--- config.mk ---
export PLATFORM = sky130hd
export DESIGN_NAME = uart_tx_fifo
export DESIGN_NICKNAME = d
export VERILOG_FILES = /design/src/rtl/uart_pkg.sv /design/src/rtl/uart_tx_fifo_mem.sv /design/src/rtl/uart_tx_fifo.sv
export SDC_FILE = /design/constraint.sdc
export NUM_CORES = 1
export LEC_CHECK = 0
export CAP_MARGIN = 10
export CORE_MARGIN = 8
export CORE_UTILIZATION = 49
export DETAILED_ROUTE_END_ITERATION = 12
export DONT_BUFFER_PORTS = 1
export MAX_ROUTING_LAYER = met4
export PLACE_DENSITY_LB_ADDON = 0.12
export SLEW_MARGIN = 5
export SYNTH_ARGS = -nofsm -noshare
export SYNTH_HDL_FRONTEND = slang
export SYNTH_SLANG_ARGS = --single-unit
export TNS_END_PERCENT = 1
--- constraint.sdc ---
create_clock -name clk -period 9 [get_ports clk]
set_input_delay 0.45 -clock clk [delete_from_list [all_inputs] [get_ports clk]]
set_output_delay 0.45 -clock clk [all_outputs]
set_load 0.05 [all_outputs]
--- src/rtl/uart_pkg.sv ---
// Shared types and defaults for the UART transmit path.
// Holds the FIFO handshake FSM encoding and the default FIFO depth.
package uart_pkg;

  typedef enum logic [1:0] {
    TXF_IDLE,
    TXF_PRESENT,
    TXF_RELEASE
  } txf_state_t;

  localparam int UART_TXF_DEPTH_DEFAULT = 16;

endpackage

--- src/rtl/uart_tx_fifo_mem.sv ---
// Byte storage for uart_tx_fifo.
// Clocked write port plus a combinational read port.
module uart_tx_fifo_mem #(
  parameter int DEPTH = 16,
  parameter int AW    = $clog2(DEPTH)
) (
  input  logic          clk,
  input  logic          rst_n,
  input  logic          we,
  input  logic [AW-1:0] waddr,
  input  logic [7:0]    wdata,
  input  logic [AW-1:0] raddr,
  output logic [7:0]    rdata
);

  logic [7:0] mem_q [DEPTH];

  always_ff @(posedge clk or negedge rst_n) begin
    if (!rst_n) begin
      for (int i = 0; i < DEPTH; i++) begin
        mem_q[i] <= 8'h00;
      end
    end else if (we) begin
      mem_q[waddr] <= wdata;
    end
  end

  assign rdata = mem_q[raddr];

endmodule

--- src/rtl/uart_tx_fifo.sv ---
// Byte FIFO feeding uart_tx over a 4-phase valid/ack handshake.
// Define UART_TX_FIFO_OVF_EN to add the sticky ovf flag and ovf_clr.
module uart_tx_fifo
  import uart_pkg::*;
#(
  parameter int DEPTH = UART_TXF_DEPTH_DEFAULT,
  parameter int AW    = $clog2(DEPTH)
) (
  input  logic        clk,
  input  logic        rst_n,
  input  logic [7:0]  wr_data,
  input  logic        wr_en,
  output logic        full,
  output logic        empty,
  output logic [AW:0] level,
  output logic [7:0]  data,
  output logic        data_valid,
`ifdef UART_TX_FIFO_OVF_EN
  output logic        ovf,
  input  logic        ovf_clr,
`endif
  input  logic        tx_ack
);

  localparam logic [AW:0] DEPTH_C = (AW+1)'(DEPTH);
  localparam logic [AW:0] ONE_C   = (AW+1)'(1);

  txf_state_t    state_q, state_d;
  logic [7:0]    data_q, data_d;
  logic          valid_q, valid_d;
  logic [AW-1:0] wr_ptr_q, wr_ptr_d;
  logic [AW-1:0] rd_ptr_q, rd_ptr_d;
  logic [AW:0]   count_q, count_d;
  logic [7:0]    rd_data;
  logic          push;
  logic          pop;

  assign full       = (count_q == DEPTH_C);
  assign empty      = (count_q == '0);
  assign level      = count_q;
  assign data       = data_q;
  assign data_valid = valid_q;

  // full is the pre-pop value, so a write while full is dropped
  // even when the same edge pops.
  assign push = wr_en && !full;
  assign pop  = (state_q == TXF_PRESENT) && tx_ack;

  uart_tx_fifo_mem #(
    .DEPTH (DEPTH),
    .AW    (AW)
  ) u_mem (
    .clk   (clk),
    .rst_n (rst_n),
    .we    (push),
    .waddr (wr_ptr_q),
    .wdata (wr_data),
    .raddr (rd_ptr_q),
    .rdata (rd_data)
  );

  always_comb begin
    wr_ptr_d = wr_ptr_q;
    rd_ptr_d = rd_ptr_q;
    count_d  = count_q;
    if (push) begin
      wr_ptr_d = wr_ptr_q + AW'(1);
    end
    if (pop) begin
      rd_ptr_d = rd_ptr_q + AW'(1);
    end
    unique case (1'b1)
      (push && !pop): count_d = count_q + ONE_C;
      (pop && !push): count_d = count_q - ONE_C;
      default:        count_d = count_q;
    endcase
  end

  always_comb begin
    state_d = state_q;
    data_d  = data_q;
    valid_d = valid_q;
    unique case (state_q)
      TXF_IDLE: begin
        // A stale ack left over from uart_tx blocks a new request.
        if (!empty && !tx_ack) begin
          data_d  = rd_data;
          valid_d = 1'b1;
          state_d = TXF_PRESENT;
        end
      end
      TXF_PRESENT: begin
        if (tx_ack) begin
          valid_d = 1'b0;
          state_d = TXF_RELEASE;
        end
      end
      TXF_RELEASE: begin
        valid_d = 1'b0;
        if (!tx_ack) begin
          state_d = TXF_IDLE;
        end
      end
      default: begin
        valid_d = 1'b0;
        state_d = TXF_IDLE;
      end
    endcase
  end

  always_ff @(posedge clk or negedge rst_n) begin
    if (!rst_n) begin
      state_q  <= TXF_IDLE;
      data_q   <= 8'h00;
      valid_q  <= 1'b0;
      wr_ptr_q <= '0;
      rd_ptr_q <= '0;
      count_q  <= '0;
    end else begin
      state_q  <= state_d;
      data_q   <= data_d;
      valid_q  <= valid_d;
      wr_ptr_q <= wr_ptr_d;
      rd_ptr_q <= rd_ptr_d;
      count_q  <= count_d;
    end
  end

`ifdef UART_TX_FIFO_OVF_EN
  logic ovf_q, ovf_d;

  always_comb begin
    ovf_d = ovf_q;
    unique case (1'b1)
      (wr_en && full): ovf_d = 1'b1;
      ovf_clr:         ovf_d = 1'b0;
      default:         ovf_d = ovf_q;
    endcase
  end

  always_ff @(posedge clk or negedge rst_n) begin
    if (!rst_n) begin
      ovf_q <= 1'b0;
    end else begin
      ovf_q <= ovf_d;
    end
  end

  assign ovf = ovf_q;
`endif

endmodule

==> report_table.html <==
<table>
<tr><th>Metric</th><th>Value</th></tr>
<tr><th colspan="2">Clocking</th></tr>
<tr><td>Clock transition at the registers of the reported paths</td><td>approximately 0.06 ns</td></tr>
<tr><td>TritonCTS clock tree</td><td>done</td></tr>
<tr><td>CTS Buf Count</td><td>17</td></tr>
<tr><td>Number of H-tree levels</td><td>4</td></tr>
<tr><td>Clk Latency, worst-skew pair</td><td>0.42 ns</td></tr>
<tr><td>CTS max path bufs</td><td>2</td></tr>
<tr><td>Post-CTS Hold Fix Bufs</td><td>1</td></tr>
<tr><td>Root buffer cell</td><td>sky130_fd_sc_hd__clkbuf_16</td></tr>
<tr><td>Post-CTS Resized</td><td>0</td></tr>
<tr><td>Clock Sinks</td><td>152</td></tr>
<tr><td>Setup fix buffers added after clock tree synthesis</td><td>0</td></tr>
<tr><th colspan="2">Detailed routing</th></tr>
<tr><td>Via count</td><td>3916</td></tr>
<tr><td>Post-route ant nets</td><td>0</td></tr>
<tr><td>Drt first-iter violations</td><td>248</td></tr>
<tr><td>Aggregate routed wire length</td><td>roughly 15000 microns</td></tr>
<tr><td>Number of optimization iterations in the first detailed-route pass</td><td>4</td></tr>
<tr><td>DR WL/cell</td><td>approximately 23 microns</td></tr>
<tr><td>Via/cell ratio</td><td>5.91</td></tr>
<tr><td>Residual DRC count</td><td>0</td></tr>
<tr><th colspan="2">Logic synthesis</th></tr>
<tr><td>Synth async-reset ratio</td><td>100%</td></tr>
<tr><td>Top cell types by occurrence after synthesis</td><td>152 x sky130_fd_sc_hd__dfrtp_1, 137 x sky130_fd_sc_hd__mux2_2, 22 x sky130_fd_sc_hd__mux4_2</td></tr>
<tr><td>Cell Area, Synth</td><td>between 0.007 and 0.008 sq mm</td></tr>
<tr><td>Leading cell type by number of instances after synthesis</td><td>sky130_fd_sc_hd__dfrtp_1</td></tr>
<tr><td>Synth Register Bits</td><td>152</td></tr>
<tr><td>Synth area leader</td><td>sky130_fd_sc_hd__dfrtp_1</td></tr>
<tr><td>Post-synth cell types</td><td>between 40 and 50</td></tr>
<tr><td>Sequential cell area fraction in the yosys report</td><td>between 50% and 60%</td></tr>
<tr><td>Synthesized netlist net count</td><td>a little under 500</td></tr>
<tr><td>Mapped Avg Cell Area</td><td>about 15 sq um</td></tr>
<tr><td>Synth Warn #</td><td>0</td></tr>
<tr><td>Share of Yosys cell area claimed by the top area cell type</td><td>52.1%</td></tr>
<tr><td>Count of flip-flops with a built-in enable after synthesis</td><td>0</td></tr>
<tr><td>Top_reg_cell synth</td><td>sky130_fd_sc_hd__dfrtp_1</td></tr>
<tr><td>Post-synthesis instance total</td><td>476</td></tr>
<tr><td>Ranking of synthesized cells by area</td><td>sky130_fd_sc_hd__dfrtp_1 52%, sky130_fd_sc_hd__mux2_2 21%, sky130_fd_sc_hd__mux4_2 6.8%</td></tr>
<tr><th colspan="2">Die</th></tr>
<tr><td>Effective utilization at floorplan</td><td>50.2%</td></tr>
<tr><td>Core outline area</td><td>0.0145 sq mm</td></tr>
<tr><td>Die width</td><td>138 microns</td></tr>
<tr><td>Height of the die</td><td>138 microns</td></tr>
<tr><td>Count of boundary I/O pins</td><td>28</td></tr>
<tr><td>Site Rows</td><td>44</td></tr>
<tr><td>Die outline area</td><td>0.0191 sq mm</td></tr>
<tr><th colspan="2">Critical path</th></tr>
<tr><td>Element type at the critical path end</td><td>flop</td></tr>
<tr><td>Worst setup endpoint</td><td>level[4]</td></tr>
<tr><td>Buffer and inverter count on the worst path</td><td>1</td></tr>
<tr><td>Type of the setup path with the least slack</td><td>reg -&gt; reg</td></tr>
<tr><td>Kind of start point of the critical path</td><td>flop</td></tr>
<tr><td>Startpoint of the worst register-to-register path</td><td>level[1]</td></tr>
<tr><td>Cells on worst reg2reg path</td><td>10</td></tr>
<tr><td>Worst setup startpoint</td><td>level[1]</td></tr>
<tr><td>Most repeated library cell on the critical path</td><td>sky130_fd_sc_hd__ha_1</td></tr>
<tr><td>Levels on crit path</td><td>10</td></tr>
<tr><td>CP max-delay cell</td><td>sky130_fd_sc_hd__dfrtp_1</td></tr>
<tr><td>Top cell family by delay on the critical path</td><td>compound AO/OA/AOI/OAI gates</td></tr>
<tr><td>Data required, critical path</td><td>9.27 ns</td></tr>
<tr><td>Critical path peak fanout</td><td>22</td></tr>
<tr><td>Critical path cell sequence</td><td>nor4_4 -&gt; a21boi_4 -&gt; inv_1 -&gt; ha_1 -&gt; xor2_1 -&gt; ha_1 -&gt; or3_1 -&gt; a2111oi_0 -&gt; nor4_1 -&gt; xnor2_1</td></tr>
<tr><td>Largest stage delay on the critical path</td><td>0.87 ns</td></tr>
<tr><td>Critical register-to-register path endpoint</td><td>level[4]</td></tr>
<tr><td>Reg2reg setup slack</td><td>5.19 ns</td></tr>
<tr><td>Data arrival time of the critical path</td><td>4.08 ns</td></tr>
<tr><th colspan="2">Global routing</th></tr>
<tr><td>Largest net degree at the start of global routing</td><td>153</td></tr>
<tr><td>Number of antenna violations at the first check in global routing</td><td>1</td></tr>
<tr><td>Total congestion overflow after global routing</td><td>0</td></tr>
<tr><td>Overall fraction of global-route tracks in use</td><td>17.2%</td></tr>
<tr><td>Global-route wire length before repair</td><td>24500 microns</td></tr>
<tr><td>Vias in the first global route</td><td>between 4k and 5k</td></tr>
<tr><th colspan="2">Timing</th></tr>
<tr><td>Post-route clock period utilization</td><td>42.3%</td></tr>
<tr><td>Largest clock skew in the final design</td><td>0.00909 ns</td></tr>
<tr><td>Min Tclk post-route</td><td>3.81 ns</td></tr>
<tr><td>Worst slew margin</td><td>39.5%</td></tr>
<tr><td>Worst hold-check slack</td><td>-0.0730 ns</td></tr>
<tr><td>Setup TNS Final</td><td>0 ns</td></tr>
<tr><td>Pin slew with the least headroom to its limit</td><td>0.908 ns</td></tr>
<tr><td>Max-slew violation count</td><td>0</td></tr>
<tr><td>Final Hold Viols</td><td>16</td></tr>
<tr><td>Setup violations, final</td><td>0</td></tr>
<tr><td>Highest clock rate</td><td>263 MHz</td></tr>
<tr><td>Unrepaired setup endpoints after global routing</td><td>false</td></tr>
<tr><th colspan="2">Status</th></tr>
<tr><td>Violated checks</td><td>hold timing</td></tr>
<tr><td>Run status</td><td>finished, violations left</td></tr>
<tr><th colspan="2">Placement</th></tr>
<tr><td>Number of placed instances with taps included</td><td>629</td></tr>
<tr><td>Input/output buffers</td><td>0</td></tr>
<tr><td>HPWL after detailed placement</td><td>9090 microns</td></tr>
<tr><td>Routability congestion estimate from global placement</td><td>approximately 0.75</td></tr>
<tr><th colspan="2">Power</th></tr>
<tr><td>Peak supply drop</td><td>0.171 mV</td></tr>
<tr><td>Static leakage power</td><td>~3.5 nW</td></tr>
<tr><td>PwrDens</td><td>392 mW/mm^2</td></tr>
<tr><th colspan="2">Cells and area</th></tr>
<tr><td>Non-Filler Instances</td><td>~660</td></tr>
<tr><td>Post-synthesis to final-layout area growth</td><td>9.89%</td></tr>
<tr><td>Share of final-layout standard cells stronger than drive strength 1</td><td>a little under half</td></tr>
<tr><td>Net count of the finished layout</td><td>486</td></tr>
<tr><td>Utilization after layout</td><td>55.2%</td></tr>
<tr><th colspan="2">Job</th></tr>
<tr><td>Number of maximum-capacitance violations</td><td>0</td></tr>
<tr><th colspan="2">Hold path</th></tr>
<tr><td>Hold/Removal Path Class</td><td>in -&gt; async</td></tr>
</table>
==> sequential cells by signal, indices dropped and copies added (netlist names) <==
name         flops
data             8
data_valid       1
level            5
rd_ptr_q         4
state_q          2
u_mem.mem_q    128
wr_ptr_q         4
==> layer usage <==
| metal | vias up | GRT usage, % | share of wire, % |
|---|---|---|---|
| li1 | 1750 | - | - |
| met1 | 2086 | 21.6 | 45 |
| met2 | 69 | 26.4 | 48 |
| met3 | 11 | 4.90 | 5.2 |
| met4 | 0 | 5.21 | 1.2 |
| met5 | - | - | 0 |
==> cell type report <==
| type | instances | area [sq um] |
|---|---|---|
| fill | 1209 | 6510 |
| sequential | 152 | 3810 |
| multi-input combinational | 285 | 3270 |
| clock buffer | 20 | 457 |
| tap | 184 | 230 |
| clock inverter | 12 | 196 |
| timing repair buffer | 3 | 42.5 |
| inverter | 6 | 22.5 |
| antenna | 1 | 2.50 |
==> placed cells by master, fill, tap and decap left out, types with 2 or more instances in the layout <==
cell                         count
sky130_fd_sc_hd__a21oi_1         5
sky130_fd_sc_hd__and3b_1         2
sky130_fd_sc_hd__buf_4           2
sky130_fd_sc_hd__bufinv_16       5
sky130_fd_sc_hd__clkbuf_16      17
sky130_fd_sc_hd__clkbuf_8        2
sky130_fd_sc_hd__clkinv_2        3
sky130_fd_sc_hd__clkinvlp_4      3
sky130_fd_sc_hd__dfrtp_1       150
sky130_fd_sc_hd__dfrtp_2         2
sky130_fd_sc_hd__ha_1            9
sky130_fd_sc_hd__inv_1           6
sky130_fd_sc_hd__mux2_2        137
sky130_fd_sc_hd__mux2i_1        15
sky130_fd_sc_hd__mux4_1         10
sky130_fd_sc_hd__mux4_2         22
sky130_fd_sc_hd__nand2_1        11
sky130_fd_sc_hd__nand2b_1        3
sky130_fd_sc_hd__nand3_2        12
sky130_fd_sc_hd__nand4_1         2
sky130_fd_sc_hd__nand4_2         2
sky130_fd_sc_hd__nand4_4         2
sky130_fd_sc_hd__nor2_1          5
sky130_fd_sc_hd__nor2b_1         4
sky130_fd_sc_hd__nor3_1          3
sky130_fd_sc_hd__nor4b_1         2
sky130_fd_sc_hd__o21ai_0        10
sky130_fd_sc_hd__xnor2_1         8
sky130_fd_sc_hd__xor2_1          4
==> kinds of logic (layout without fill, tap and decap cells) <==
group	Yosys count	after routing	share of synthesized area, %
muxes	184	184	33.6
DFF	152	152	52.1
xor gates and xnor gates	12	12	1.44
AOI/OAI and AO/OA	25	25	2.42
adders and majority gates	9	9	1.54
buffers and inverters	39	41	3.17
and+or+nand+nor	55	55	5.79
other	0	1	0
==> report_power, final <==
part           switching [mW]  leakage, nW  internal [mW]
Combinational           0.411         1.30          0.609
Sequential              0.336         1.88           1.01
Clock                   0.277        0.312          0.506
Total                    1.02         3.49           2.12
==> worst min-delay path by stage <==
stage / to / slack (ns) / depth (start not counted)
final: level[2] / -0.07 / 1
after global routing: level[1] / 0.09 / 1
after CTS: level[1] / 0.08 / 1
after detailed placement: level[2] / 0.16 / 0
after global placement: level[2] / 0.16 / 0
after floorplan: data[0] / 0.15 / 0
==> worst register-to-register path, cell delays in order, from the launching register on <==
cell and delay, ns:
sky130_fd_sc_hd__dfrtp_1 0.87, sky130_fd_sc_hd__nor4_4 0.12, sky130_fd_sc_hd__a21boi_4 0.69, sky130_fd_sc_hd__inv_1 0.16, sky130_fd_sc_hd__ha_1 0.36, sky130_fd_sc_hd__xor2_1 0.20, sky130_fd_sc_hd__ha_1 0.25, sky130_fd_sc_hd__or3_1 0.33
sky130_fd_sc_hd__a2111oi_0 0.40, sky130_fd_sc_hd__nor4_1 0.13, sky130_fd_sc_hd__xnor2_1 0.14
==> stage by stage <==
| stage | total power [mW] | area, sq um | setup slack [ns] |
|---|---|---|---|
| finish | 3.15 | 8030 | 5.19 |
| floorplan | 2.16 | 7300 | 5.75 |
| detailed placement | 2.37 | 7340 | 5.19 |
| global placement | 2.32 | 7340 | 5.25 |
| CTS | 3.18 | 8020 | 5.17 |
| global route | 3.32 | 8030 | 4.85 |
Note: power is estimated with default switching activity, not from simulation.
